[src/rtl/regfile_write_arbiter_pkg.sv]
// Shared constants for the register-file write-port arbiter: requester slots and the hardwired zero register.
package regfile_write_arbiter_pkg;
    localparam int REQ_ALU  = 0;
    localparam int REQ_MEM  = 1;
    localparam int REQ_MDU  = 2;
    localparam int REG_ZERO = 0;
endpackage

[src/rtl/rr_arbiter.sv]
// Combinational round-robin arbiter: the search starts at ptr and wraps; the first set request wins.
module rr_arbiter
    import regfile_write_arbiter_pkg::*;
#(
    parameter int NUM_REQ = 3,
    localparam int IDX_W  = (NUM_REQ > 1) ? $clog2(NUM_REQ) : 1
) (
    input  logic [NUM_REQ-1:0] req,
    input  logic [IDX_W-1:0]   ptr,
    output logic [NUM_REQ-1:0] grant,
    output logic [IDX_W-1:0]   grant_idx,
    output logic               found
);
    int idx;

    always_comb begin
        grant     = '0;
        grant_idx = '0;
        found     = 1'b0;
        idx       = 0;
        for (int k = 0; k < NUM_REQ; k++) begin
            idx = (int'(ptr) + k) % NUM_REQ;
            if (!found && req[idx]) begin
                found     = 1'b1;
                grant[idx] = 1'b1;
                grant_idx = IDX_W'(idx);
            end
        end
    end
endmodule

[src/rtl/regfile_write_arbiter.sv]
// Shares the register file write port among writeback sources (round-robin) and tracks
// outstanding destination registers in a busy mask used by decode for RAW stalls.
module regfile_write_arbiter
    import regfile_write_arbiter_pkg::*;
#(
    parameter int NUM_REQ = 3,
    parameter int DATA_W  = 32,
    parameter int ADDR_W  = 5
) (
    input  logic                      clk,
    input  logic                      reset,
    input  logic [NUM_REQ-1:0]        req_valid,
    input  logic [NUM_REQ*ADDR_W-1:0] req_dest,
    input  logic [NUM_REQ*DATA_W-1:0] req_data,
    output logic [NUM_REQ-1:0]        req_ready,
    input  logic                      claim_valid,
    input  logic [ADDR_W-1:0]         claim_dest,
    output logic [2**ADDR_W-1:0]      busy,
    output logic                      reg_write_enable,
    output logic [ADDR_W-1:0]         field_reg_dest,
    output logic [DATA_W-1:0]         reg_input_data
);
    localparam int IDX_W = (NUM_REQ > 1) ? $clog2(NUM_REQ) : 1;
    localparam int NREG  = 2**ADDR_W;

    logic [IDX_W-1:0]   ptr_p0;
    logic [NUM_REQ-1:0] grant_p0;
    logic [IDX_W-1:0]   grant_idx_p0;
    logic               found_p0;
    logic               transfer_p0;
    logic [ADDR_W-1:0]  sel_dest_p0;
    logic [DATA_W-1:0]  sel_data_p0;
    logic [NREG-1:0]    busy_next;

    rr_arbiter #(.NUM_REQ(NUM_REQ)) u_rr_arbiter (
        .req       (req_valid),
        .ptr       (ptr_p0),
        .grant     (grant_p0),
        .grant_idx (grant_idx_p0),
        .found     (found_p0)
    );

    assign req_ready   = reset ? grant_p0 : '0;
    assign transfer_p0 = reset & found_p0;

    always_comb begin
        sel_dest_p0 = '0;
        sel_data_p0 = '0;
        for (int i = 0; i < NUM_REQ; i++) begin
            if (grant_p0[i]) begin
                sel_dest_p0 = req_dest[i*ADDR_W +: ADDR_W];
                sel_data_p0 = req_data[i*DATA_W +: DATA_W];
            end
        end
    end

    always_ff @(posedge clk) begin
        if (!reset) begin
            ptr_p0 <= '0;
        end else if (transfer_p0) begin
            ptr_p0 <= (grant_idx_p0 == IDX_W'(NUM_REQ - 1)) ? '0 : grant_idx_p0 + 1'b1;
        end
    end

    // A new claim outranks a retiring write to the same register: the newer producer is still pending.
    always_comb begin
        busy_next = busy;
        for (int r = 1; r < NREG; r++) begin
            if (claim_valid && claim_dest == ADDR_W'(r)) begin
                busy_next[r] = 1'b1;
            end else if (transfer_p0 && sel_dest_p0 == ADDR_W'(r)) begin
                busy_next[r] = 1'b0;
            end
        end
        busy_next[REG_ZERO] = 1'b0;
    end

    always_ff @(posedge clk) begin
        if (!reset) begin
            busy <= '0;
        end else begin
            busy <= busy_next;
        end
    end

    // ---- stage p1: registered write port toward the register file ----
    always_ff @(posedge clk) begin
        if (!reset) begin
            reg_write_enable <= 1'b0;
            field_reg_dest   <= '0;
            reg_input_data   <= '0;
        end else begin
            reg_write_enable <= transfer_p0 && (sel_dest_p0 != ADDR_W'(REG_ZERO));
            if (transfer_p0) begin
                field_reg_dest <= sel_dest_p0;
                reg_input_data <= sel_data_p0;
            end
        end
    end
endmodule

[config.mk]
export PLATFORM = sky130hd
export DESIGN_NAME = regfile_write_arbiter
export DESIGN_NICKNAME = d
export VERILOG_FILES = /design/src/rtl/regfile_write_arbiter_pkg.sv /design/src/rtl/rr_arbiter.sv /design/src/rtl/regfile_write_arbiter.sv
export SDC_FILE = /design/constraint.sdc
export NUM_CORES = 1
export LEC_CHECK = 0
export CORE_MARGIN = 4
export CORE_UTILIZATION = 46
export CTS_BUF_LIST = sky130_fd_sc_hd__clkbuf_16
export DETAILED_ROUTE_END_ITERATION = 16
export PLACE_DENSITY = 0.87
export SLEW_MARGIN = 40
export SYNTH_ARGS = -nofsm -noshare
export SYNTH_HDL_FRONTEND = slang
export SYNTH_HIERARCHICAL = 1
export SYNTH_SLANG_ARGS = --single-unit
[constraint.sdc]
create_clock -name clk -period 5.8 [get_ports clk]
set_input_delay 0.58 -clock clk [delete_from_list [all_inputs] [get_ports clk]]
set_output_delay 0.58 -clock clk [all_outputs]
set_load 0.01 [all_outputs]
==> results of run 1 <==
==> sequential cells by signal (all words and copies together), names as in the netlist <==
| name | count |
|---|---|
| reg_input_data | 32 |
| field_reg_dest | 5 |
| busy | 31 |
| ptr_p0 | 2 |
| reg_write_enable | 1 |
==> cell families (layout without fill, tap and decap cells) <==
| logic type | after synthesis | after routing |
|---|---|---|
| compound gates | 162 | 162 |
| fa+ha+maj | 4 | 4 |
| buf+inv | 57 | 226 |
| flops | 71 | 71 |
| mux | 9 | 9 |
| other cells | 1 | 1 |
| simple gates | 218 | 218 |
==> power breakdown <==
part | internal, mW | switching [mW] | total [mW]
clock network | 0.300 | 0.234 | 0.534
logic | 0.876 | 1.16 | 2.03
registers | 0.578 | 0.0444 | 0.623
total | 1.75 | 1.44 | 3.19
==> cell type report <==
cell class	instances	share of cell area (%)
Multi-Input combinational cell	394	40.94
Timing Repair Buffer	200	30.22
Sequential cell	71	21.45
Clock buffer	9	3.399
Tap cell	129	2.436
Clock inverter	7	0.9821
Inverter	10	0.5666
==> routing by layer <==
| layer | GRT usage [%] | vias to the layer above |
|---|---|---|
| met1 | 29.96 | 2187 |
| met4 | 9.560 | 0 |
| met5 | 0 | - |
| met3 | 6.859 | 36 |
| li1 | - | 2229 |
| met2 | 45.86 | 308 |
==> synthesized netlist by cell type (2+ instances only) <==
master,instances,area (µm²)
nand4bb_1,3,33.78
nand3b_1,5,37.54
ha_1,4,50.05
dfxtp_1,71,1421
buf_2,14,70.07
buf_1,4,15.01
nor2_1,30,112.6
mux2i_1,7,70.07
mux2i_4,2,45.04
a22oi_2,3,37.54
a31oi_1,2,12.51
nand3_1,34,170.2
a21boi_1,15,112.6
nand4b_1,3,26.28
nor2b_1,8,50.05
a21oi_1,41,205.2
nor3_1,40,200.2
o21ai_0,31,155.2
buf_6,2,22.52
and2_1,3,18.77
nand2b_1,72,450.4
a21oi_2,2,17.52
a22o_1,4,35.03
buf_4,3,22.52
nor3_4,4,65.06
nor4_4,3,63.81
a221o_1,32,320.3
nand2_1,5,18.77
clkbuf_1,23,86.33
inv_1,10,37.54
a21boi_0,18,135.1
a22oi_4,2,42.54
==> worst reg2reg max path: cells and delay by family, from the launching register on <==
kind                     cells  cell delay, ns
AO/OA/AOI/OAI                4            1.25
adder cells (fa/ha/maj)      1            0.34
buffers and inverters        1            0.08
flip-flops                   1            0.38
AND/OR/NAND/NOR              4            1.16
==> path summary, 6_finish.rpt <==
path / from / to / slack (ns) / cells past startpoint
max: req_valid[2] / req_ready[0] / 2.03 / 7
min: reg_input_data[7] / reg_input_data[7] / 0.47 / 2
max reg2reg: ptr_p0[0] / busy[6] / 2.45 / 10
min reg2reg: reg_input_data[7] / reg_input_data[7] / 0.47 / 2
==> through the flow <==
stage                     area [µm²]  hold slack (ns)  total power, mW  std cells
after floorplan                 4362           0.4872            2.075        522
final                           6625           0.4668            3.191        820
after global routing            6625           0.4805            3.383        820
after global placement          6290           0.4573            2.529        801
after CTS                       6625           0.4682            3.180        820
after detailed placement        6335           0.4581            2.636        804
==> impl_metrics.toml, run 1 <==
[outcome]
status = "finished, final reports clean"

[global_routing]
grt_pass1_vias = 4674
grt_use_total_pct = 25.97
antenna_found_initial = 0
grt_pass1_wl_mm = 23.57
grt_overflow_total = 0
grt_max_degree = 73

[cells_and_area]
most-common-layout-cells = "clkdlybuf4s50_1, nand2b_1, dfxtp_1"
seq_area_um2 = 1421
drive_gt1_share_pct = 7.236
final_common_cell = "clkdlybuf4s50_1"
nets = 812
fillers = 719
multiInputGateArea_um2 = 2713
syn2layout_area_growth_pct = 51.89
n_antenna_cell = 0
final_core_util_pct = 71.70

[sta]
rsz0062_at_grt = "false"
drv_slew = 0
worst_pin_slew_ns = 0.7485
finalHoldViolCount = 0
slew_headroom_pct = 50.10
finalCriticalPeriod_ns = 3.771
fin_skew_ns = 0.007076
setup_tns_ns = 0
period_share_pct = 65.01
fmax_mhz = 265.2
setup_viol = 0
setup_ws_ns = 2.029

[die]
die_x_um = 105.4
start_util_pct = 47.20
dieHeight_um = 105.4
die_area_um2 = 11100
rows = 35
ios = 195
coreArea_um2 = 9240

[critical_path]
critical_path.max_stage_delay_ns = 0.64
cp.arrival_ns = 3.19
crit_family = "buffers and inverters"
slowest_stage = "clkdlybuf4s50_1"
crit_required_ns = 5.22
cp_common_cell = "clkdlybuf4s50_1"
path_cells = "clkdlybuf4s50_1 > nand2b_1 > mux2i_4 > a311oi_1 > o2bb2ai_1 > and2_1 > clkdlybuf4s50_1"
crit_type = "primary input to output pin"
cp-end-kind = "output pin"
worst-path-max-fanout = 8
crit_buf_inv = 2
critPathLaunchType = "primary input"

[route]
top_layer = "met4"
drt_iter0_markers = 322
via_count = 4760
vias_per_cell = 5.805
dr.pass1.iters = 7
drc_errors = 0
wirelength_mm = 15.24
ant_nets = 0
wl_met3_mm = 1.595
wire_per_inst_um = 18.58
dr_wl_met2_mm = 7.545
m1WireLength_mm = 5.811

[clock_network]
post-cts-setup-buffers = 0
cts_tree = "yes"
hold_buffers = 0
clk_path_buf_depth = 2
htree_levels = 3
clock-sinks = 71
root_buffer = "clkbuf_16"
cts-buffers-inserted = 9
clkTransAtPathRegs_ns = 0.06
cts_resized = 0
insertion_delay_ns = 0.33

[placement]
place.detailed.hpwl_mm = 11.06
port_buffers = 193
pre_cts_ws_ns = 2.051
routabilityCongestion = 0.9524

[job]
max_cap_violations = 0

[pwr]
irDropWorstVdd_v = 0.0002286
leakagePower_nw = 2.368
p_per_area_nw_per_um2 = 481.6

[yosys]
synth.ff_latch_count = 71
synthFlopType = "dfxtp_1"
syn_area_um2 = 4362
synthSimpleGateAreaFrac_pct = 30.41
synth_top_family_by_area = "simple AND/OR/NAND/NOR gates"
synth_nets = 648
synthCells = 522
synth_xor_area_share_pct = 0
yosysWarnings = 6
synth-compound-area-share_pct = 26.99
ys_seq_area_share_pct = 32.59
postSynthAreaPerCell_um2 = 8.356
yosysUniqueCellTypes = 54
ys_async_sr_fraction_pct = 0
synthMuxAreaShare_pct = 2.639
synth-adder-area-share_pct = 1.147
synth_enable_flop_cells = 0

[min_path]
worst_hold_path_type = "flop to flop"
Note: power is estimated with default switching activity, not from simulation.
==> run 2: changes to the inputs <==
--- a/config.mk
+++ b/config.mk
@@ -6,10 +6,10 @@
 export NUM_CORES = 1
 export LEC_CHECK = 0
 export CORE_MARGIN = 4
-export CORE_UTILIZATION = 46
+export CORE_UTILIZATION = 43
 export CTS_BUF_LIST = sky130_fd_sc_hd__clkbuf_16
 export DETAILED_ROUTE_END_ITERATION = 16
-export PLACE_DENSITY = 0.87
+export PLACE_DENSITY = 0.82
 export SLEW_MARGIN = 40
 export SYNTH_ARGS = -nofsm -noshare
 export SYNTH_HDL_FRONTEND = slang
==> constraint.sdc (replaced) <==
create_clock -name clk -period 3.6 [get_ports clk]
set_input_delay 0.36 -clock clk [delete_from_list [all_inputs] [get_ports clk]]
set_output_delay 0.36 -clock clk [all_outputs]
set_load 0.01 [all_outputs]
==> run 2 against run 1 <==
  * Routed wire length fell by 0.70%
  * Clock skew decreased by 0.0029 ns
  * Combinational power rose by 61%
  * Via count down 0.42%
  * Die area is 6.4% higher
  * Sequential cell count unchanged
  * Critical path depth increased by 1
  * Largest power group unchanged
  * Critical endpoint is now req_ready[2]
  * Sequential power increased by 61%
  * First-iteration DRC count up 11%
  * Register-to-register slack got worse by 2.1 ns
  * Sequential share of layout area about the same
  * Non-clock buffer count is 1 higher
==> impl_metrics.toml, run 2 (synthesis gave the netlist of run 1 again) <==
[outcome]
status = "finished, final reports clean"

[sta]
setup_viol = 0
setup_tns_ns = 0
rsz0062_at_grt = "false"
finalCriticalPeriod_ns = 3.377
period_share_pct = 93.82
finalHoldViolCount = 0
slew_headroom_pct = 55.70
worst_pin_slew_ns = 0.6644
fmax_mhz = 296.1
drv_slew = 0
fin_skew_ns = 0.004135

[cells_and_area]
largest_register_ffs = 32
largestRegisters = "reg_input_data: 32 flops, busy: 31 flops, field_reg_dest: 5 flops"
drive_gt1_share_pct = 7.081
nets = 813
final_cells = 825
final_common_cell = "clkdlybuf4s50_1"
n_antenna_cell = 0
most-common-layout-cells = "clkdlybuf4s50_1, nand2b_1, dfxtp_1"
largest_register = "reg_input_data"
syn2layout_area_growth_pct = 51.64

[pwr]
p_per_area_nw_per_um2 = 774.4
irDropWorstVdd_v = 0.0003917
swShare_pct = 43.94
finalPower_mw = 5.122
p_int_mw = 2.871
p_sw_mw = 2.250
combPwrFrac_pct = 63.7
power_frac_seq_pct = 19.5
leakagePower_nw = 2.366
clkPwrFrac_pct = 16.7

[global_routing]
grt_pass1_wl_mm = 23.08
grt_use_total_pct = 24.18
grt_overflow_total = 0
grt_max_degree = 73
antenna_found_initial = 0
grt_pass1_vias = 4729

[clock_network]
htree_levels = 3
clk_path_buf_depth = 2
cts_tree = "yes"
insertion_delay_ns = 0.32
hold_buffers = 0
post-cts-setup-buffers = 0
cts_resized = 0
cts-buffers-inserted = 9
root_buffer = "clkbuf_16"
clkTransAtPathRegs_ns = 0.05
clock-sinks = 71

[critical_path]
reg2reg_slack_ns = 0.36
cp.arrival_ns = 3.02
cp-end-kind = "output pin"
critPathLaunchType = "flop"
crit_required_ns = 3.24
worst-path-max-fanout = 17
crit_type = "flop to output pin"

[route]
via_count = 4740
wire_per_inst_um = 18.34
dr.pass1.iters = 5
ant_nets = 0
wirelength_mm = 15.13
m1WireLength_mm = 6.297
drt_iter0_markers = 358
dr_wl_met2_mm = 7.154
wl_met3_mm = 1.369
drc_errors = 0
vias_per_cell = 5.745
top_layer = "met4"

[placement]
place_inst = 809
port_buffers = 193
place.detailed.hpwl_mm = 10.97
routabilityCongestion = 0.9376

[die]
rows = 36
die_area_um2 = 11820
coreArea_um2 = 9819
die_x_um = 108.7
start_util_pct = 44.42
ios = 195
dieHeight_um = 108.7

[min_path]
worst_hold_path_type = "primary input to flop"

[job]
max_cap_violations = 0
run 2: changes by cell type in the layout (fill, tap and decap cells not counted):
cell	previous run	this run
clkinv_4	2	1
inv_8	2	0
buf_8	3	0
bufinv_16	0	1
inv_6	2	0
buf_4	4	8
clkinv_1	0	2
clkinv_2	0	2
run 2: per-layer routing:
metal | vias up | track usage [%]
met4 | 0 | 7.935
met1 | 2234 | 30.02
met5 | - | 0
li1 | 2227 | -
met3 | 30 | 5.447
met2 | 249 | 41.44
run 2: final cells by class:
type                    instances  area [µm²]
well taps                     133       166.4
clock buffers                   9       225.2
multi-input cells             394        2713
fillers                       814        3206
clock inverters                 7       63.81
flip-flops and latches         71        1421
repair buffers                201        1987
inverters                      10       37.54
run 2: worst paths after layout:
kind | endpoint | cells past startpoint | from
max | req_ready[2] | 8 | ptr_p0[1]
min | ptr_p0[1] | 2 | reset
max reg2reg | reg_input_data[6] | 10 | ptr_p0[1]
min reg2reg | reg_input_data[2] | 2 | reg_input_data[2]
run 2: power by group through the flow:
| stage | logic (mW) | clock network (mW) | registers [mW] |
|---|---|---|---|
| after global placement | 3.15 | 0 | 1.01 |
| after floorplan | 2.27 | 0 | 1.07 |
| after CTS | 3.24 | 0.869 | 1.00 |
| after detailed placement | 3.21 | 0 | 1.02 |
| final | 3.26 | 0.858 | 1.00 |
| after global routing | 3.54 | 0.903 | 1.02 |
run 2: stage by stage:
step	worst slack, ns	hold slack, ns	instance area (µm²)	util [%]
5_1_grt	0.08858	0.4762	6614	67.35
6_report	0.2225	0.4514	6614	67.35
2_1_floorplan	0.9709	0.4872	4362	-
3_3_place_gp	0.4198	0.4555	6325	64.41
4_1_cts	0.2541	0.4499	6614	67.35
3_5_place_dp	0.2398	0.4603	6325	64.41
run 2: worst max-delay path, cell delays in order (launching register included):
cell and delay, ns:
dfxtp_1 0.39, inv_1 0.09, ha_1 0.32, nand2b_1 0.27, nand2_1 0.13, nand3_1 0.14
a31oi_4 0.60, and2_1 0.22, clkdlybuf4s50_1 0.54
